## src/rtl/binary_mac_pkg.sv

```systemverilog
`default_nettype none
// ============================================================================
// Module      : binary_mac_pkg
// Description : Shared types and helpers for the sequential dot-product MAC.
// Revision    : 1.0 - initial release
// ============================================================================
package binary_mac_pkg;

    // Control states of the MAC sequencer
    typedef enum logic [1:0] {
        IDLE = 2'd0,
        RUN  = 2'd1,
        DONE = 2'd2
    } state_t;

    // Result width: full product, plus growth for SETS terms, plus one bit for the c addends
    function automatic int out_width(input int size, input int sets);
        return 2 * size + $clog2(sets) + 1;
    endfunction

endpackage
`default_nettype wire

```

## src/rtl/mac_lane_sum.sv

```systemverilog
`default_nettype none
// ============================================================================
// Module      : mac_lane_sum
// Description : Combinational sum over LANES of (a_j*b_j + c_j), evaluated at
//               OUT_W bits with zero- or sign-extension selected by SIGNED.
// Revision    : 1.0 - initial release
// ============================================================================
module mac_lane_sum #(
    parameter int SIZE   = 6,
    parameter int LANES  = 4,
    parameter int OUT_W  = 17,
    parameter int SIGNED = 0
) (
    input  logic [LANES*SIZE-1:0] a,
    input  logic [LANES*SIZE-1:0] b,
    input  logic [LANES*SIZE-1:0] c,
    output logic [OUT_W-1:0]      sum
);

    localparam logic c_sext = (SIGNED != 0);

    logic [OUT_W-1:0] w_term [LANES];

    for (genvar j = 0; j < LANES; j++) begin : g_lane
        logic [SIZE-1:0]   w_a, w_b, w_c;
        logic              w_ea, w_eb, w_ec, w_ep;
        logic [2*SIZE-1:0] w_prod;

        assign w_a  = a[j*SIZE +: SIZE];
        assign w_b  = b[j*SIZE +: SIZE];
        assign w_c  = c[j*SIZE +: SIZE];
        // Extension bits are zero in unsigned mode, the operand MSB in signed mode
        assign w_ea = c_sext & w_a[SIZE-1];
        assign w_eb = c_sext & w_b[SIZE-1];
        assign w_ec = c_sext & w_c[SIZE-1];
        // The low 2*SIZE bits of the extended product are the exact signed/unsigned product
        assign w_prod = {{SIZE{w_ea}}, w_a} * {{SIZE{w_eb}}, w_b};
        assign w_ep   = c_sext & w_prod[2*SIZE-1];
        assign w_term[j] = {{(OUT_W-2*SIZE){w_ep}}, w_prod} + {{(OUT_W-SIZE){w_ec}}, w_c};
    end

    // Add all lane terms; wraps modulo 2^OUT_W
    always_comb begin
        sum = '0;
        for (int j = 0; j < LANES; j++) begin
            sum = sum + w_term[j];
        end
    end

endmodule
`default_nettype wire

```

## src/rtl/binary_mac_seq.sv

```systemverilog
`default_nettype none
// ============================================================================
// Module      : binary_mac_seq
// Description : Sequential dot-product MAC, out = sum(a_i*b_i + c_i), LANES
//               elements per beat, valid/ready on both sides, optional chained
//               accumulation onto the previous result.
// Revision    : 1.0 - initial release
// ============================================================================
module binary_mac_seq
    import binary_mac_pkg::*;
#(
    parameter  int SIZE   = 6,
    parameter  int SETS   = 16,
    parameter  int LANES  = 4,
    parameter  int SIGNED = 0,
    localparam int OUT_W  = out_width(SIZE, SETS)
) (
    input  logic                 clk,
    input  logic                 reset,
    input  logic                 in_valid,
    output logic                 in_ready,
    input  logic                 in_chain,
    input  logic [SETS*SIZE-1:0] a,
    input  logic [SETS*SIZE-1:0] b,
    input  logic [SETS*SIZE-1:0] c,
    output logic                 out_valid,
    input  logic                 out_ready,
    output logic [OUT_W-1:0]     out
);

    localparam int BEATS   = SETS / LANES;
    localparam int BEAT_W  = (BEATS > 1) ? $clog2(BEATS) : 1;
    localparam int SLICE_W = LANES * SIZE;
    localparam logic [BEAT_W-1:0] c_last_beat = BEAT_W'(BEATS - 1);

    if (SETS % LANES != 0) begin : g_bad_lanes
        $error("binary_mac_seq: SETS must be a multiple of LANES");
    end

    state_t               r_state, w_next;
    logic [BEAT_W-1:0]    r_beat;
    logic [SETS*SIZE-1:0] r_a, r_b, r_c;
    logic [OUT_W-1:0]     r_acc;
    logic [OUT_W-1:0]     w_lane_sum;
    logic [SLICE_W-1:0]   w_a_slice, w_b_slice, w_c_slice;
    logic                 w_accept;
    logic                 w_last_beat;

    assign w_accept    = in_valid & in_ready;
    assign w_last_beat = (r_beat == c_last_beat);
    assign out         = r_acc;

    // The beat counter picks which LANES-wide group of the stored vector is summed
    assign w_a_slice = r_a[r_beat*SLICE_W +: SLICE_W];
    assign w_b_slice = r_b[r_beat*SLICE_W +: SLICE_W];
    assign w_c_slice = r_c[r_beat*SLICE_W +: SLICE_W];

    mac_lane_sum #(
        .SIZE   (SIZE),
        .LANES  (LANES),
        .OUT_W  (OUT_W),
        .SIGNED (SIGNED)
    ) u_lane_sum (
        .a   (w_a_slice),
        .b   (w_b_slice),
        .c   (w_c_slice),
        .sum (w_lane_sum)
    );

    // Next-state and handshake outputs; DONE can hand over and accept in one cycle
    always_comb begin
        w_next    = r_state;
        in_ready  = 1'b0;
        out_valid = 1'b0;
        unique case (r_state)
            IDLE: begin
                in_ready = 1'b1;
                if (in_valid) w_next = RUN;
            end
            RUN: begin
                if (w_last_beat) w_next = DONE;
            end
            DONE: begin
                out_valid = 1'b1;
                in_ready  = out_ready;
                if (out_ready) w_next = in_valid ? RUN : IDLE;
            end
            default: w_next = IDLE;
        endcase
    end

    // State register
    always_ff @(posedge clk) begin
        if (reset) r_state <= IDLE;
        else       r_state <= w_next;
    end

    // Operands are captured at accept so later input changes cannot disturb the run
    always_ff @(posedge clk) begin
        if (w_accept) begin
            r_a <= a;
            r_b <= b;
            r_c <= c;
        end
    end

    // Accumulator and beat counter; out holds its value until the next accept
    always_ff @(posedge clk) begin
        if (reset) begin
            r_acc  <= '0;
            r_beat <= '0;
        end else if (w_accept) begin
            r_acc  <= in_chain ? r_acc : '0;
            r_beat <= '0;
        end else if (r_state == RUN) begin
            r_acc  <= r_acc + w_lane_sum;
            r_beat <= w_last_beat ? '0 : r_beat + 1'b1;
        end
    end

endmodule
`default_nettype wire
```

## config.mk

```make
export PLATFORM = sky130hd
export DESIGN_NAME = binary_mac_seq
export DESIGN_NICKNAME = d
export VERILOG_FILES = /design/src/rtl/binary_mac_pkg.sv /design/src/rtl/mac_lane_sum.sv /design/src/rtl/binary_mac_seq.sv
export SDC_FILE = /design/constraint.sdc
export NUM_CORES = 1
export LEC_CHECK = 0
export ABC_AREA = 1
export CAP_MARGIN = 10
export CORE_UTILIZATION = 40
export CTS_BUF_LIST = sky130_fd_sc_hd__clkbuf_8
export DETAILED_ROUTE_END_ITERATION = 12
export GPL_TIMING_DRIVEN = 0
export PLACE_DENSITY_LB_ADDON = 0.2
export SLEW_MARGIN = 20
export SYNTH_ARGS = -nofsm -noshare
export SYNTH_HDL_FRONTEND = slang
export SYNTH_HIERARCHICAL = 1
export SYNTH_SLANG_ARGS = --single-unit
export TNS_END_PERCENT = 20
```

## constraint.sdc

```tcl
create_clock -name clk -period 27.8 [get_ports clk]
set_input_delay 8.34 -clock clk [delete_from_list [all_inputs] [get_ports clk]]
set_output_delay 8.34 -clock clk [all_outputs]
set_load 0.02 [all_outputs]
```

---- After elaboration in Yosys (flattened, before gate mapping) ----
Index checks and enable logic that the tools add are counted.
storage, ports and cells
  flip-flop bits (word level) ............. 309
  input port bits ......................... 293
  output and inout bits ................... 19
cells by class
  add/subtract/negate cells ............... 9
  $mul .................................... 5
  equal/unequal tests ..................... 7
  shift operators ......................... 3
  mux-type cells .......................... 11
  bitwise operators ....................... 1
  reduce and logical (&&, ||, !) cells .... 5
operator list
  operator                                             count
  indexed part select 96 x 8 -> 24 bit                 3
  adder 12 x 6 -> 13 bit                               4
  two-way mux 17 bit                                   3
  multiplier 6 x 6 -> 12 bit                           4
  adder 17 bit                                         1
  adder 15 x 13 -> 16 bit                              1
  adder 14 x 13 -> 15 bit                              1
  adder 13 x 13 -> 14 bit                              1
  two-way mux 2 bit                                    4
  != test 2 bit, second input constant                 4
  case mux 2 bit (3 select lines)                      1
  equality test 2 bit, second input constant           2
  multiplier 2 x 2 -> 4 bit, second input constant     1
  AND reduction 3 bit                                  1
  adder 2 x 1 -> 2 bit, second input constant          1
  equality test 2 x 1 -> 1 bit, second input constant  1
  logical NOT 2 bit                                    1
  two-way mux 1 bit                                    2
  case mux 1 bit (2 select lines)                      1
  AND reduction 2 bit                                  1
  nonzero test 2 bit                                   1
  OR reduction 2 bit                                   1
  bitwise AND 1 bit                                    1

---- Logic depth before layout (Yosys ltp) ----
Gate-level depths: netlist (run 1).
  word-level depth ........................ 10
  mapped depth ............................ 51
  gate-level depth less buffers ........... 48

---- Modules after synthesis ----
Netlist (run 1), hierarchy kept.
modules (own cells, without submodules)
  module          instances  cells each  area each (um2)  sequential area each (um2)
  binary_mac_seq  1          990         12308.1          9068.7
  mac_lane_sum    1          852         6381.1           0.0

---- Least setup slack after synthesis (run 1) ----
OpenSTA, ideal clock, no wires.
  path kind ............................... input port to output port
  from .................................... input port out_ready
  to ...................................... output port in_ready
  arrival ................................. 8.735 ns
  required time ........................... 19.460 ns
  setup slack ............................. 10.725 ns
  stages on the path ...................... 2
  path buffers ............................ 0
  cells stage by stage .................... inv_1 -> a21oi_1
on the way
  longest elaborated chain between the ends .. 1
RTL lines
  what                             line                  source
  start: declaration               binary_mac_seq.sv:27  input logic out_ready,
  case mux 1 bit (2 select lines)  binary_mac_seq.sv:75  unique case (r_state)
  end: declaration                 binary_mac_seq.sv:21  output logic in_ready,
No other way between the ends.

---- Worst setup path after layout (run 1) ----
Same ends and word-level chain as after synthesis.

==> results of run 1 <==
## routing by layer
metal	track usage, %	part of all wire [%]
met2	38.6	52
met5	0	0
met1	26.4	40
met4	8.65	3.2
met3	3.98	5.4
## cell type report
class                   instances  area [um2]  share of cell area (%)
clock inverters                40         216                   0.918
flip-flops and latches        309        9070                    38.5
multi-input cells            1142        8130                    34.5
well taps                     600         751                    3.19
diodes                          3        7.51                  0.0319
plain buffers                  52         228                   0.966
inverters                     339        1270                    5.41
clock buffers                  53         729                    3.09
repair buffers                313        3170                    13.4
## registers in the layout (all words and copies together) (netlist names)
| name | count |
|---|---|
| r_c | 96 |
| r_a | 96 |
| r_state | 2 |
| r_beat | 2 |
| r_b | 96 |
| out | 17 |
## per-stage QoR
step	hold slack [ns]	instance area, um2	util [%]	setup slack, ns	std cells
after global routing	0.500	23600	51.5	9.70	2851
after global placement	0.471	22600	49.3	9.72	2753
after floorplan	0.551	18700	-	10.73	1842
after detailed placement	0.482	22600	49.4	9.74	2755
final	0.486	23600	51.5	9.76	2851
after CTS	0.489	23600	51.5	9.74	2848
## cell usage after synthesis, types with 5 or more instances
library cell and instances:
fa_1 134, nand3_1 42, inv_1 335, buf_2 8
nor3_1 5, edfxtp_1 288, nand4_1 8, nor2_1 175
o21ai_0 149, ha_1 117, xor2_1 11, a21oi_1 38
o22ai_1 72, clkbuf_1 40, nand2_1 370, dfxtp_1 21
## worst register-to-register path: cells and delay by family (launching register included)
family | cells | cell delay, ns
fa+ha+maj | 13 | 6.00
buf+inv | 11 | 1.67
simple gates | 15 | 1.34
compound gates | 3 | 1.00
flops | 1 | 0.45
xor+xnor | 1 | 0.34
## final timing paths
check	slack [ns]	cells after the start	start	end
worst min register to register	0.49	2	out[15]	out[15]
worst max-delay path	9.76	4	out_ready	in_ready
worst min-delay path	0.49	2	out[15]	out[15]
worst max register to register	16.95	43	r_beat[0]	out[13]
## cell families after synthesis
family	Yosys count	share of synthesized area (%)
other cells	1	0.0201
xor+xnor	13	0.609
compound gates	263	7.59
simple gates	614	13.1
buf+inv	391	8.00
fa+ha+maj	251	22.2
flops	309	48.5
==> impl_metrics.env, run 1 <==
export IMPL_outcome="finished clean"
export IMPL_ctsHoldBuffers=0
export IMPL_ys_ff_latch=309
export IMPL_critPathArrivalTime_ns=9.70
export IMPL_clock_sinks=309
export IMPL_fmax_mhz=55.4
export IMPL_yosysSeqAreaShare_pct=48.5
export IMPL_die_w_um=218
export IMPL_vias=13900
export IMPL_syn_to_final_growth_pct=26.1
export IMPL_crit_path_start_kind="primary input"
export IMPL_cpPeakStageDelay_ns=0.66
export IMPL_grt_total_usage_pct=21.9
export IMPL_crit_family="buffers and inverters"
export IMPL_gp_congestion=0.897
export IMPL_synth_cell_type_count=30
export IMPL_finalCritPeriodShare_pct=64.9
export IMPL_synth_warnings=6
export IMPL_netlist_area_um2=18700
export IMPL_via_per_inst=4.88
export IMPL_avgSynthCellArea_um2=10.1
export IMPL_cp_slowest_cell="clkdlybuf4s50_1"
export IMPL_pin_count=312
export IMPL_maxCapViolations=0
export IMPL_insertion_delay_ns=0.63
export IMPL_wire_per_inst_um=18.1
export IMPL_drt_initial_drc_count=825
export IMPL_synth_edf_count=288
export IMPL_setup_viol=0
export IMPL_endpoint_kind="primary output"
export IMPL_cts_max_level=2
export IMPL_cp_required_ns=19.46
export IMPL_rsz0062_at_grt="no"
export IMPL_skew_ns=0.0270
export IMPL_ys_flop_type="edfxtp_1"
export IMPL_final_cell_mix="370 x nand2_1, 355 x inv_1, 311 x clkdlybuf4s50_1, 288 x edfxtp_1, 175 x nor2_1"
export IMPL_totalWireLength_um=51600
export IMPL_yosys_top_cells_area="edfxtp_1 46%, fa_1 14%, ha_1 7.8%"
export IMPL_post_cts_buffers=0
export IMPL_synth_cells=1842
export IMPL_worst_slew_pin_transition_ns=1.07
export IMPL_drv_slew=0
export IMPL_synth_top_area_share_pct=46.3
export IMPL_clock_path_buffers=3
export IMPL_worstPathBufferInverterCount=3
export IMPL_syn_nets=2386
export IMPL_drtAntennaViolNets=0
export IMPL_yosysTopAreaCell="edfxtp_1"
export IMPL_slew_headroom_pct=28.7
export IMPL_critPathMaxFanout=2
export IMPL_cp_common_cell="clkdlybuf4s50_1"
export IMPL_drc=0
export IMPL_cts_buffers=53
export IMPL_finalNetCount=2754
export IMPL_hold_viol=0
export IMPL_hpwl_um=40200
export IMPL_critical_path_class="in2out"
export IMPL_grt_overflow_total=0
export IMPL_final_layout_size_suffix_gt1_share_pct=3.96
export IMPL_final_common_cell="nand2_1"
export IMPL_floorplan_die_area_um2=47600
export IMPL_die_y_um=218
export IMPL_ys_async_sr_fraction_pct=0
export IMPL_first_pass_iters=5
export IMPL_path_cells="clkdlybuf4s50_1 -> inv_1 -> a21oi_1 -> clkdlybuf4s50_1"
export IMPL_numPortBuffers=311
export IMPL_fin_crit_ns=18.04
export IMPL_grt_pass1_wl_um=78300
export IMPL_grt_max_degree=110
export IMPL_grt_pass1_vias=14300
export IMPL_path_clk_slew_ns=0.05
export IMPL_ctsResizeCount=0
export IMPL_cts_root_buffer="clkbuf_8"
export IMPL_start_util_pct=40.8
export IMPL_cts_tree="done"
export IMPL_fill_cells=4115
export IMPL_rows=78
export IMPL_antenna_found_initial=3
export IMPL_core_area_um2=45800
export IMPL_min_path_type="reg2reg"
export IMPL_setup_tns_ns=0
Power of run 1 is not shown: default switching activity piles up to over one toggle a cycle in this logic, so the estimate is an artifact.
==> inputs of run 2 (changes only) <==
==> constraint.sdc (replaced) <==
create_clock -name clk -period 14.8 [get_ports clk]
set_input_delay 4.44 -clock clk [delete_from_list [all_inputs] [get_ports clk]]
set_output_delay 4.44 -clock clk [all_outputs]
set_load 0.02 [all_outputs]
==> results of run 2 <==
The final DEF is identical to that of run 1. Status: finished clean.
Main changes from that run: setup slack after placement 9.74 ns -> 3.94 ns; clock-pin slew on the worst setup and hold paths 0.05 ns -> 0.06 ns; setup slack after layout 9.76 ns -> 3.95 ns; start point of the critical path out_ready -> r_beat[0]; end point of the critical path in_ready -> out[13]; register-to-register setup slack 16.95 ns -> 3.95 ns
Power of run 2 is left out for the same reason.
